**config.mk**
```make
export PLATFORM = sky130hd
export DESIGN_NAME = imm_ext_ctrl
export DESIGN_NICKNAME = d
export VERILOG_FILES = /design/src/rtl/imm_ext_ctrl.sv
export SDC_FILE = /design/constraint.sdc
export NUM_CORES = 1
export LEC_CHECK = 0
export ABC_AREA = 0
export CAP_MARGIN = 20
export CORE_MARGIN = 3
export CORE_UTILIZATION = 54
export CTS_CLUSTER_DIAMETER = 40
export DETAILED_ROUTE_END_ITERATION = 7
export PLACE_DENSITY_LB_ADDON = 0.05
export SLEW_MARGIN = 20
export SYNTH_ARGS = -nofsm -noshare
export SYNTH_HDL_FRONTEND = slang
export SYNTH_SLANG_ARGS = --single-unit
```
**constraint.sdc**
```tcl
create_clock -name i_clock -period 4.1 [get_ports i_clock]
set_clock_uncertainty 0.05 [all_clocks]
set_input_delay 1.23 -clock i_clock [delete_from_list [all_inputs] [get_ports i_clock]]
set_output_delay 1.23 -clock i_clock [all_outputs]
set_load 0.03 [all_outputs]
```
**src/rtl/imm_ext_ctrl.sv**
```systemverilog
// ---------------------------------------------------------------------------
// ImmExtCtrl: immediate-extension stage sitting between IF/ID and ID/EX.
// Decodes the extension kind of each incoming instruction at accept time and
// stores the extended immediate in a 2-entry in-order skid buffer, so the
// outputs come straight from registers.
//
// Ports
//   i_clock   : single clock, rising-edge active
//   i_reset   : synchronous active-high reset
//   i_valid   : upstream presents an instruction
//   i_instr   : instruction word (opcode [31:26], shamt [10:6], funct [5:0],
//               imm [15:0])
//   o_ready   : buffer can take an instruction this cycle
//   i_flush   : drop every buffered entry and the one presented this cycle
//   o_valid   : head entry is valid
//   i_ready   : downstream consumes the head entry
//   o_imm     : extended immediate of the head entry
//   o_kind    : extension kind of the head entry
//               (0 sign, 1 zero, 2 upper, 3 shamt)
// ---------------------------------------------------------------------------
module imm_ext_ctrl #(
  parameter int NB_DATA = 32,
  parameter int NB_IMM  = 16
) (
  input  logic               i_clock,
  input  logic               i_reset,
  input  logic               i_valid,
  input  logic [NB_DATA-1:0] i_instr,
  output logic               o_ready,
  input  logic               i_flush,
  output logic               o_valid,
  input  logic               i_ready,
  output logic [NB_DATA-1:0] o_imm,
  output logic [1:0]         o_kind
);

  typedef enum logic [1:0] {
    EMPTY = 2'd0,
    ONE   = 2'd1,
    FULL  = 2'd2
  } BufState;

  localparam logic [5:0] OP_SPECIAL = 6'h00;
  localparam logic [5:0] OP_ANDI    = 6'h0C;
  localparam logic [5:0] OP_ORI     = 6'h0D;
  localparam logic [5:0] OP_XORI    = 6'h0E;
  localparam logic [5:0] OP_LUI     = 6'h0F;
  localparam logic [5:0] FN_SLL     = 6'h00;
  localparam logic [5:0] FN_SRL     = 6'h02;
  localparam logic [5:0] FN_SRA     = 6'h03;

  localparam logic [1:0] KIND_SIGN  = 2'd0;
  localparam logic [1:0] KIND_ZERO  = 2'd1;
  localparam logic [1:0] KIND_UPPER = 2'd2;
  localparam logic [1:0] KIND_SHAMT = 2'd3;

  BufState r_state;
  BufState w_stateNext;

  logic [NB_DATA-1:0] r_headImm;
  logic [1:0]         r_headKind;
  logic [NB_DATA-1:0] r_tailImm;
  logic [1:0]         r_tailKind;

  logic [5:0]         w_opcode;
  logic [5:0]         w_funct;
  logic [4:0]         w_shamt;
  logic [NB_IMM-1:0]  w_imm;
  logic [NB_DATA-1:0] w_extImm;
  logic [1:0]         w_extKind;

  logic w_accept;
  logic w_emit;
  logic w_loadHeadNew;
  logic w_loadHeadTail;
  logic w_loadTail;
  logic w_unused;

  assign w_opcode = i_instr[NB_DATA-1 -: 6];
  assign w_funct  = i_instr[5:0];
  assign w_shamt  = i_instr[10:6];
  assign w_imm    = i_instr[NB_IMM-1:0];

  // The rs/rt register fields play no part in immediate extension.
  assign w_unused = &{1'b0, i_instr[NB_DATA-7:NB_IMM]};

  // Classify the incoming instruction and build its extended immediate.
  // Anything that is not a logical-immediate, LUI or constant shift falls
  // back to sign extension, including R-type instructions other than shifts.
  always_comb begin
    w_extImm  = {{(NB_DATA-NB_IMM){w_imm[NB_IMM-1]}}, w_imm};
    w_extKind = KIND_SIGN;
    if ((w_opcode == OP_ANDI) || (w_opcode == OP_ORI) || (w_opcode == OP_XORI)) begin
      w_extImm  = {{(NB_DATA-NB_IMM){1'b0}}, w_imm};
      w_extKind = KIND_ZERO;
    end else if (w_opcode == OP_LUI) begin
      w_extImm  = {w_imm, {(NB_DATA-NB_IMM){1'b0}}};
      w_extKind = KIND_UPPER;
    end else if ((w_opcode == OP_SPECIAL) &&
                 ((w_funct == FN_SLL) || (w_funct == FN_SRL) || (w_funct == FN_SRA))) begin
      w_extImm  = {{(NB_DATA-5){1'b0}}, w_shamt};
      w_extKind = KIND_SHAMT;
    end
  end

  // Next-state and handshake logic. Ready/valid depend only on the state
  // register. When an accept and an emit coincide in ONE, the new entry
  // replaces the head directly; in FULL the tail slides into the head on
  // emit. A flush wins over everything and suppresses all data loads.
  always_comb begin
    w_stateNext    = r_state;
    w_loadHeadNew  = 1'b0;
    w_loadHeadTail = 1'b0;
    w_loadTail     = 1'b0;
    o_ready        = (r_state != FULL);
    o_valid        = (r_state != EMPTY);
    w_accept       = i_valid && o_ready;
    w_emit         = o_valid && i_ready;

    if (i_flush) begin
      w_stateNext = EMPTY;
    end else begin
      case (r_state)
        EMPTY: begin
          if (w_accept) begin
            w_stateNext   = ONE;
            w_loadHeadNew = 1'b1;
          end
        end
        ONE: begin
          if (w_accept && w_emit) begin
            w_loadHeadNew = 1'b1;
          end else if (w_accept) begin
            w_stateNext = FULL;
            w_loadTail  = 1'b1;
          end else if (w_emit) begin
            w_stateNext = EMPTY;
          end
        end
        FULL: begin
          if (w_emit) begin
            w_stateNext    = ONE;
            w_loadHeadTail = 1'b1;
          end
        end
        default: begin
          w_stateNext = EMPTY;
        end
      endcase
    end
  end

  // State register.
  always_ff @(posedge i_clock) begin
    if (i_reset) begin
      r_state <= EMPTY;
    end else begin
      r_state <= w_stateNext;
    end
  end

  // Entry storage. Reset clears both slots so the head reads as zero.
  always_ff @(posedge i_clock) begin
    if (i_reset) begin
      r_headImm  <= '0;
      r_headKind <= KIND_SIGN;
      r_tailImm  <= '0;
      r_tailKind <= KIND_SIGN;
    end else begin
      if (w_loadHeadNew) begin
        r_headImm  <= w_extImm;
        r_headKind <= w_extKind;
      end else if (w_loadHeadTail) begin
        r_headImm  <= r_tailImm;
        r_headKind <= r_tailKind;
      end
      if (w_loadTail) begin
        r_tailImm  <= w_extImm;
        r_tailKind <= w_extKind;
      end
    end
  end

  assign o_imm  = r_headImm;
  assign o_kind = r_headKind;

endmodule

```
* After elaboration in Yosys (flattened, before gate mapping)
Cells that the tools add are included.
Widths: inputs -> output; s select.
** Word-level totals
- Register bits after elaboration :: 70
- Input port bits :: 37
- Output and inout bits :: 36
- Word-level logic and storage cells :: 59
** Operators by class
- Reductions and logical operators :: 15
- Equality and inequality tests :: 13
- Muxes and demuxes :: 26
** Operators with widths (count)
- $mux 32 :: 5
- $eq 6x4->1 const B :: 4
- $mux 2 :: 10
- $eq 6x2->1 const B :: 2
- $logic_not 6->1 :: 2
- $mux 1 :: 9
- $ne 2x2->1 const B :: 4
- $pmux 2 s3 :: 1
- $logic_and 1x1->1 :: 4
- $logic_or 1x1->1 :: 4
- $reduce_and 4->1 :: 1
- $reduce_bool 2->1 :: 2
- $ne 3x3->1 const B :: 1
- $eq 2x1->1 const B :: 1
- $eq 2x2->1 const B :: 1
- $logic_not 2->1 :: 1
- $pmux 1 s2 :: 1
- $reduce_or 2->1 :: 1

* Depth between registers and ports, before layout
Gate-level depths: netlist of run 1.
- Depth after elaboration :: 8
- Mapped depth :: 6
- Gate-level depth less buffers :: 4

* Worst setup path after synthesis of run 1
Ideal clock, no wire load.
- Path type :: in2reg
- From :: input port i_instr[29]
- To :: register r_headImm[30] (netlist: o_imm[30])
- Data arrival time :: 2299 ps
- Buffers on the path :: 1
- Setup time :: 136 ps
- Stages :: 5
- Data required time :: 3914 ps
- Path slack :: 1615 ps
- Path through :: nor4_4 > o2111ai_4 > a31oi_2 > buf_4 > o32ai_1
** On the way
- Longest elaborated chain between the ends :: 6
- Elaborated cells on any way between the ends :: 12
- Classes of those cells :: eq/ne: 4; mux: 4; reduce/logical: 4
** Ends and longest elaborated chain
- start, declared :: RTL line 28 : input logic [NB_DATA-1:0] i_instr,
- $logic_not 6->1 :: RTL line 99 : end else if ((w_opcode == OP_SPECIAL) &&
- $logic_and 1x1->1 :: RTL line 99
- $mux 32 :: RTL line 99
- $mux 32 :: RTL line 96 : end else if (w_opcode == OP_LUI) begin
- $mux 32 * :: RTL line 93 : if ((w_opcode == OP_ANDI) || (w_opcode == OP_ORI) || (w_opcode == OP_XORI)) begin
- $mux 32 * :: RTL line 170 : if (w_loadHeadNew) begin
- end signal, assigned :: RTL line 171 : r_headImm <= w_extImm;
- end signal, assigned :: RTL line 174 : r_headImm <= r_tailImm;
- end, declared :: RTL line 60 : logic [NB_DATA-1:0] r_headImm;
Mark *: on every way between the ends. The rest lies on a longest branch, timed or not.
A chain may end at the register's enable or synchronous reset.

* Final worst setup path of run 1
- From :: input port i_instr[28]
- To :: register r_tailImm[16]
** On the way
- Longest elaborated chain between the ends :: 5
- Elaborated cells on any way between the ends :: 11
- Classes of those cells :: eq/ne: 4; mux: 3; reduce/logical: 4
** Ends and longest elaborated chain
- $logic_not 6->1 :: RTL line 99
- $logic_and 1x1->1 :: RTL line 99
- $mux 32 :: RTL line 99
- $mux 32 :: RTL line 96
- $mux 32 * :: RTL line 93
- end signal, assigned :: RTL line 178 : r_tailImm <= w_extImm;
- end, declared :: RTL line 62 : logic [NB_DATA-1:0] r_tailImm;
Marked as above.

==> impl_results.md, run 1 <==
* Unique masters post-synth at 42
* Bufs and invs on worst path at 2
* Critical R2R Launch: r_state[1]
* Least-Margin Pin Slew at ~0.75 ns
* Antenna violations before repair at 0
* Reg clk slew, reported paths at ~0.070 ns
* Clock power frac at 0.405
* Synth Flop Type: dfxtp_1
* WHS at just over 0.4 ns
* Xor/xnor share of the synthesized area at 0
* Top-count cell post-synth: dfxtp_1
* Synth Area in Compound Gates at 0.2720
* Seq pwr share at 0.455
* ANT nets after route at 0
* Global-route wire length before repair at 13590 um
* Starting density of the core at 0.5709
* Post-CTS setup buffers at 0
* HPWL Detailed at 5271 um
* Placer congestion estimate at 0.7456
* Setup_tns at 0 ns
* Worst vdd ir at between 200 and 300 uV
* Synth Area in Simple Gates at 0.1503
* Area leader, netlist: dfxtp_1
* Clock Path Buffers at 2
* Sw Ratio at 0.2636
* Commonest cells post-synth: dfxtp_1 (70), mux2i_1 (26), o21ai_0 (23)
* Post-synthesis adder-cell area fraction at 0
* Util after Layout at 0.7270
* Syn_nets at 350
* Drt first pass iters at 7
* Grt total ovfl at 0
* Finished layout cell area at between 0.004 and 0.005 mm^2
* Avg Cell Area, Syn at 10.29 um^2
* Max incr delay on CP at a little under 0.6 ns
* Synth Instances at roughly 310
* Syn Std Cell Area at approximately 0.0032 mm^2
* Synth top area share at 0.4351
* Post-synth EDFFs at 0
* Area grow syn2layout at 27.35%
* CTS Buf Count at 9
* Final setup fails at 0
* CP Capture Type: register
* CTS tree: done
* Launch point of the worst path: i_instr[28]
* Maxcap violations at 0
* Leakage at 1.304 nW
* CP max FO at 33
* DR vias at 2715
* Initial drt markers at 190
* Fillers at 452
* Dominant cells by area after synthesis: dfxtp_1 (44%), mux2i_1 (8.1%), o21ai_0 (3.6%)
* # diodes at 0
* Row count at 27
* Power Internal at ~1.2 mW
* Largest family of logic cells by synthesized area: compound AO/OA/AOI/OAI gates
* Syn. warnings at 0
* DP Area at 0.003871 mm^2
* # clock sinks at 70
* Clk root buf: clkbuf_8
* DR vias/cell at between 6 and 7
* Die height at 83.23 um
* Share of flip-flops with an asynchronous set or reset at 0
* Max-slew violation count at 0
* Worst Path Required at around 4.3 ns
* Clk_lat worst skew at between 0.3 and 0.4 ns
* Hold path start: r_tailImm[31]
* Hold buffers post-CTS at 0
* Pwr per Cell Area at between 300 and 400 mW/mm^2
* H-tree depth at 3
* Multi-input logic area at between 0.0015 and 0.002 mm^2
* RSZ-0062 raised after global routing: no
* Vias in the first global route at about 2.7k
* Die width at roughly 83 um
* Final period utilization at 0.7555
* Post-DR wirelength/cell at between 15 and 20 um
* Outcome: completed
* Number of buffers added on ports at 62
* GRT Total Usage at 0.2421
* Comb pwr share at 0.140
* Hold Path Class: reg2reg
* Fin crit period at just over 3 ns
* Crit path kind: in2reg
* Slew Limit Headroom at 0.5012
* CP Data Arrival Time at ~3.3 ns
* Fin. Hold Viols at 0
* Crit start category: input pin
* Die ar. at 0.006926 mm^2
* I/O Pins at 73
* Critical Path, Cell by Cell: clkdlybuf4s50_1 > nand4bb_4 > nor2_4 > a31oi_2 > buf_4 > o41ai_1
* Post-cts sizing count at 0
* Core box area at 0.005642 mm^2
* Share of cells above drive strength 1 at 0.1216
* Largest net degree at the start of global routing at 45
* Register area at 0.001401 mm^2
* Family with the most delay on the worst path: buffers and inverters
* # DRC at 0
* Register area share after synthesis at 0.4351
* Switching power at between 400 and 500 uW
* Drt total wl at a little under 8000 um
* Mux share of post-synthesis cell area at 0.09013
* Max Clk Rate at roughly 0.32 GHz
* Final nets at roughly 400
* Max stage delay cell, worst path: clkdlybuf4s50_1
* Seq cells post-synth at 70
## power by group through the flow
stage / clock network, mW / logic, mW / registers [mW]
2_1_floorplan: 0 / 0.0840 / 0.766
3_5_place_dp: 0 / 0.218 / 0.731
3_3_place_gp: 0 / 0.216 / 0.730
5_1_grt: 0.676 / 0.235 / 0.718
4_1_cts: 0.647 / 0.220 / 0.715
6_report: 0.638 / 0.220 / 0.715
## kinds of logic after synthesis
group                  after synthesis
multiplexers                        28
AND/OR/NAND/NOR                     68
AO/OA/AOI/OAI                      113
buffers and inverters               34
flip-flops                          70
## flip-flops by register name, summed over array words and instances (netlist names)
| name | cells |
|---|---|
| r_tailImm | 32 |
| r_state | 2 |
| o_imm | 32 |
| o_kind | 2 |
| r_tailKind | 2 |
## cells in the final DEF, fill, tap and decap left out, types with 3 or more instances in the layout
| master | synthesis | layout |
|---|---|---|
| a211oi_2 | 4 | 4 |
| dfxtp_1 | 70 | 70 |
| o21ai_0 | 23 | 23 |
| clkdlybuf4s50_1 | 0 | 61 |
| a22o_1 | 10 | 10 |
| o2bb2ai_1 | 10 | 10 |
| nor3_1 | 3 | 3 |
| nand2_1 | 7 | 7 |
| o32ai_1 | 11 | 11 |
| o211ai_1 | 4 | 4 |
| clkbuf_8 | 0 | 10 |
| nand2b_1 | 8 | 8 |
| o41ai_1 | 10 | 10 |
| a211oi_1 | 15 | 15 |
| a21oi_1 | 6 | 6 |
| mux2i_1 | 26 | 26 |
| o31ai_1 | 9 | 9 |
| nor4_4 | 4 | 4 |
| nor2b_1 | 7 | 7 |
| buf_4 | 5 | 9 |
| a22oi_1 | 3 | 3 |
| nand3b_1 | 15 | 15 |
| nor2_1 | 14 | 14 |
## per-stage QoR
step,cells,total power [mW],setup WS (ns)
2_1_floorplan,313,0.8497,1.615
3_3_place_gp,426,0.9456,0.6476
3_5_place_dp,426,0.9491,0.6471
4_1_cts,442,1.582,0.9982
5_1_grt,442,1.629,0.8277
6_report,442,1.573,1.002
## final timing paths
| kind | depth (start not counted) | slack, ns | endpoint |
|---|---|---|---|
| max | 6 | 1.00 | r_tailImm[16] |
| min | 2 | 0.41 | r_tailImm[31] |
| max reg2reg | 5 | 2.03 | o_imm[2] |
| min reg2reg | 2 | 0.41 | r_tailImm[31] |
## per-layer routing
metal / vias up / share of wire / wire length, um / global-route usage
li1: 1314 / - / - / -
met1: 1310 / 0.48 / 3800 / 0.3375
met2: 81 / 0.45 / 3604 / 0.3703
met3: 10 / 0.052 / 410 / 0.04563
met4: 0 / 0.016 / 127 / 0.09361
met5: - / 0 / 0 / 0
## worst register-to-register path: stages, from the launching register on
cell	delay [ns]
dfxtp_1	0.38
nor3b_2	0.32
and2_1	0.66
buf_4	0.25
a211oi_1	0.05
a211oi_1	0.27
## cell type report
| cell class | count | area share |
|---|---|---|
| clock buffer | 10 | 0.03356 |
| clock inverter | 6 | 0.02257 |
| inverter | 3 | 0.002746 |
| multi-input combinational | 209 | 0.4060 |
| sequential | 70 | 0.3417 |
| tap | 72 | 0.02196 |
| timing repair buffer | 72 | 0.1714 |
Note: power is estimated with default switching activity, not from simulation.
==> inputs of run 2 (changes only) <==
--- a/config.mk
+++ b/config.mk
@@ -8,7 +8,7 @@
 export ABC_AREA = 0
 export CAP_MARGIN = 20
 export CORE_MARGIN = 3
-export CORE_UTILIZATION = 54
+export CORE_UTILIZATION = 50
 export CTS_CLUSTER_DIAMETER = 40
 export DETAILED_ROUTE_END_ITERATION = 7
 export PLACE_DENSITY_LB_ADDON = 0.05
==> constraint.sdc (replaced) <==
create_clock -name i_clock -period 3 [get_ports i_clock]
set_clock_uncertainty 0.05 [all_clocks]
set_input_delay 0.9 -clock i_clock [delete_from_list [all_inputs] [get_ports i_clock]]
set_output_delay 0.9 -clock i_clock [all_outputs]
set_load 0.03 [all_outputs]
==> impl_results.md, run 2 (same netlist as run 1, synthesis figures left out) <==
* # clock sinks at 70
* Post-DR wirelength/cell at ~18 um
* Family with the most delay on the worst path: buffers and inverters
* Row count at 28
* Largest net degree at the start of global routing at 35
* Leakage at between 1 and 1.5 nW
* CP Data Arrival Time at 1.68 ns
* Hold buffers post-CTS at 0
* Clk root buf: clkbuf_8
* Clock Path Buffers at 2
* Area grow syn2layout at 28.55%
* Hold Path Class: reg2reg
* Drt first pass iters at 4
* Global-route wire length before repair at about 13000 um
* DP Area at between 0.003 and 0.004 mm^2
* Core box area at 0.006061 mm^2
* Setup_tns at 0 ns
* Die ar. at approximately 0.0074 mm^2
* Number of buffers added on ports at 62
* H-tree depth at 3
* Max Clk Rate at approximately 0.38 GHz
* Share of cells above drive strength 1 at 0.1283
* CTS tree: done
* Drt total wl at ~8000 um
* Placed insts at roughly 430
* # diodes at 0
* Crit path kind: reg2out
* WHS at around 0.41 ns
* Starting density of the core at 0.5314
* ANT nets after route at 0
* Max-slew violation count at 0
* Post-cts sizing count at 0
* CTS Buf Count at 9
* # DRC at 0
* Pwr per Cell Area at 516.6 mW/mm^2
* Maxcap violations at 0
* DR vias/cell at between 6 and 7
* Slew Limit Headroom at 0.5482
* Final nets at 406
* Antenna violations before repair at 0
* I/O Pins at 73
* Final period utilization at 0.8769
* RSZ-0062 raised after global routing: no
* Most frequent cells in the layout: dfxtp_1 (70), clkdlybuf4s50_1 (61), mux2i_1 (26), o21ai_0 (23)
* HPWL Detailed at about 5300 um
* Initial drt markers at about 140
* Total Power at 2.139 mW
* Finished layout cell area at between 0.004 and 0.005 mm^2
* Fin. Hold Viols at 0
* Reg clk slew, reported paths at 0.08 ns
* Worst vdd ir at 305.7 uV
* Die height at 86.26 um
* Final setup fails at 0
* Final worst slack at between 0.3 and 0.4 ns
* Grt total ovfl at 0
* Commonest non-fill, non-tap cell in the layout: dfxtp_1
* Die width at around 86 um
* Max stage delay cell, worst path: clkdlybuf4s50_1
* GRT Total Usage at 0.2289
* DR vias at roughly 2.7k
* Vias in the first global route at approximately 2.7k
* Placer congestion estimate at 0.7523
* Critical Path, Cell by Cell: nand2b_1 > clkdlybuf4s50_1
* Fin cells at approximately 450
* Bufs and invs on worst path at 1
* Fin crit period at roughly 2.6 ns
* Worst Path Required at 2.05 ns
* Fillers at 514
* Outcome: completed
* CP max FO at 7
* Clk_lat worst skew at 0.34 ns
* Least-Margin Pin Slew at 0.6727 ns
* Post-CTS setup buffers at 0
* CP Capture Type: output port
* Crit start category: register
* Dpl ws at 0.1072 ns
* Util after Layout at 0.6831
* Max incr delay on CP at 0.68 ns
run 2: cell types whose count changed in the layout (fill, tap and decap cells not counted):
| cell | before | now |
|---|---|---|
| clkinv_2 | 0 | 1 |
| buf_4 | 9 | 12 |
| clkinvlp_4 | 2 | 1 |
| buf_12 | 1 | 2 |
| clkbuf_1 | 0 | 1 |
| clkinv_4 | 1 | 0 |
run 2: worst min-delay path, cell delays in order (launching register included):
cell     delay, ns
dfxtp_1       0.31
nand2_1       0.05
a21oi_1       0.05
run 2: cell type report:
class	instances	area, um^2	share of cell area
Multi-Input combinational cell	209	1665	0.4022
Inverter	3	11.26	0.002720
Clock buffer	11	141.4	0.03415
Tap cell	75	93.84	0.02267
Timing Repair Buffer	76	745.7	0.1801
Sequential cell	70	1401	0.3385
Clock inverter	5	81.33	0.01964
run 2: report_power, final:
part	internal, mW	total, mW	switching (mW)
combinational	0.131	0.304	0.173
sequential	0.960	0.977	0.0173
clock	0.493	0.858	0.365
run 2: routing by layer:
layer	GRT usage	vias up	part of all wire
li1	-	1322	-
met4	0.1006	0	0.014
met2	0.3476	98	0.45
met1	0.3200	1317	0.47
met3	0.04087	10	0.057
met5	0	-	0
run 2: worst paths after layout:
path / startpoint / end / slack [ns] / depth (start not counted)
min reg2reg: r_tailKind[0] / r_tailKind[0] / 0.41 / 2
max reg2reg: r_state[1] / o_imm[9] / 1.27 / 4
max: r_state[0] / o_ready / 0.37 / 2
min: r_tailKind[0] / r_tailKind[0] / 0.41 / 2
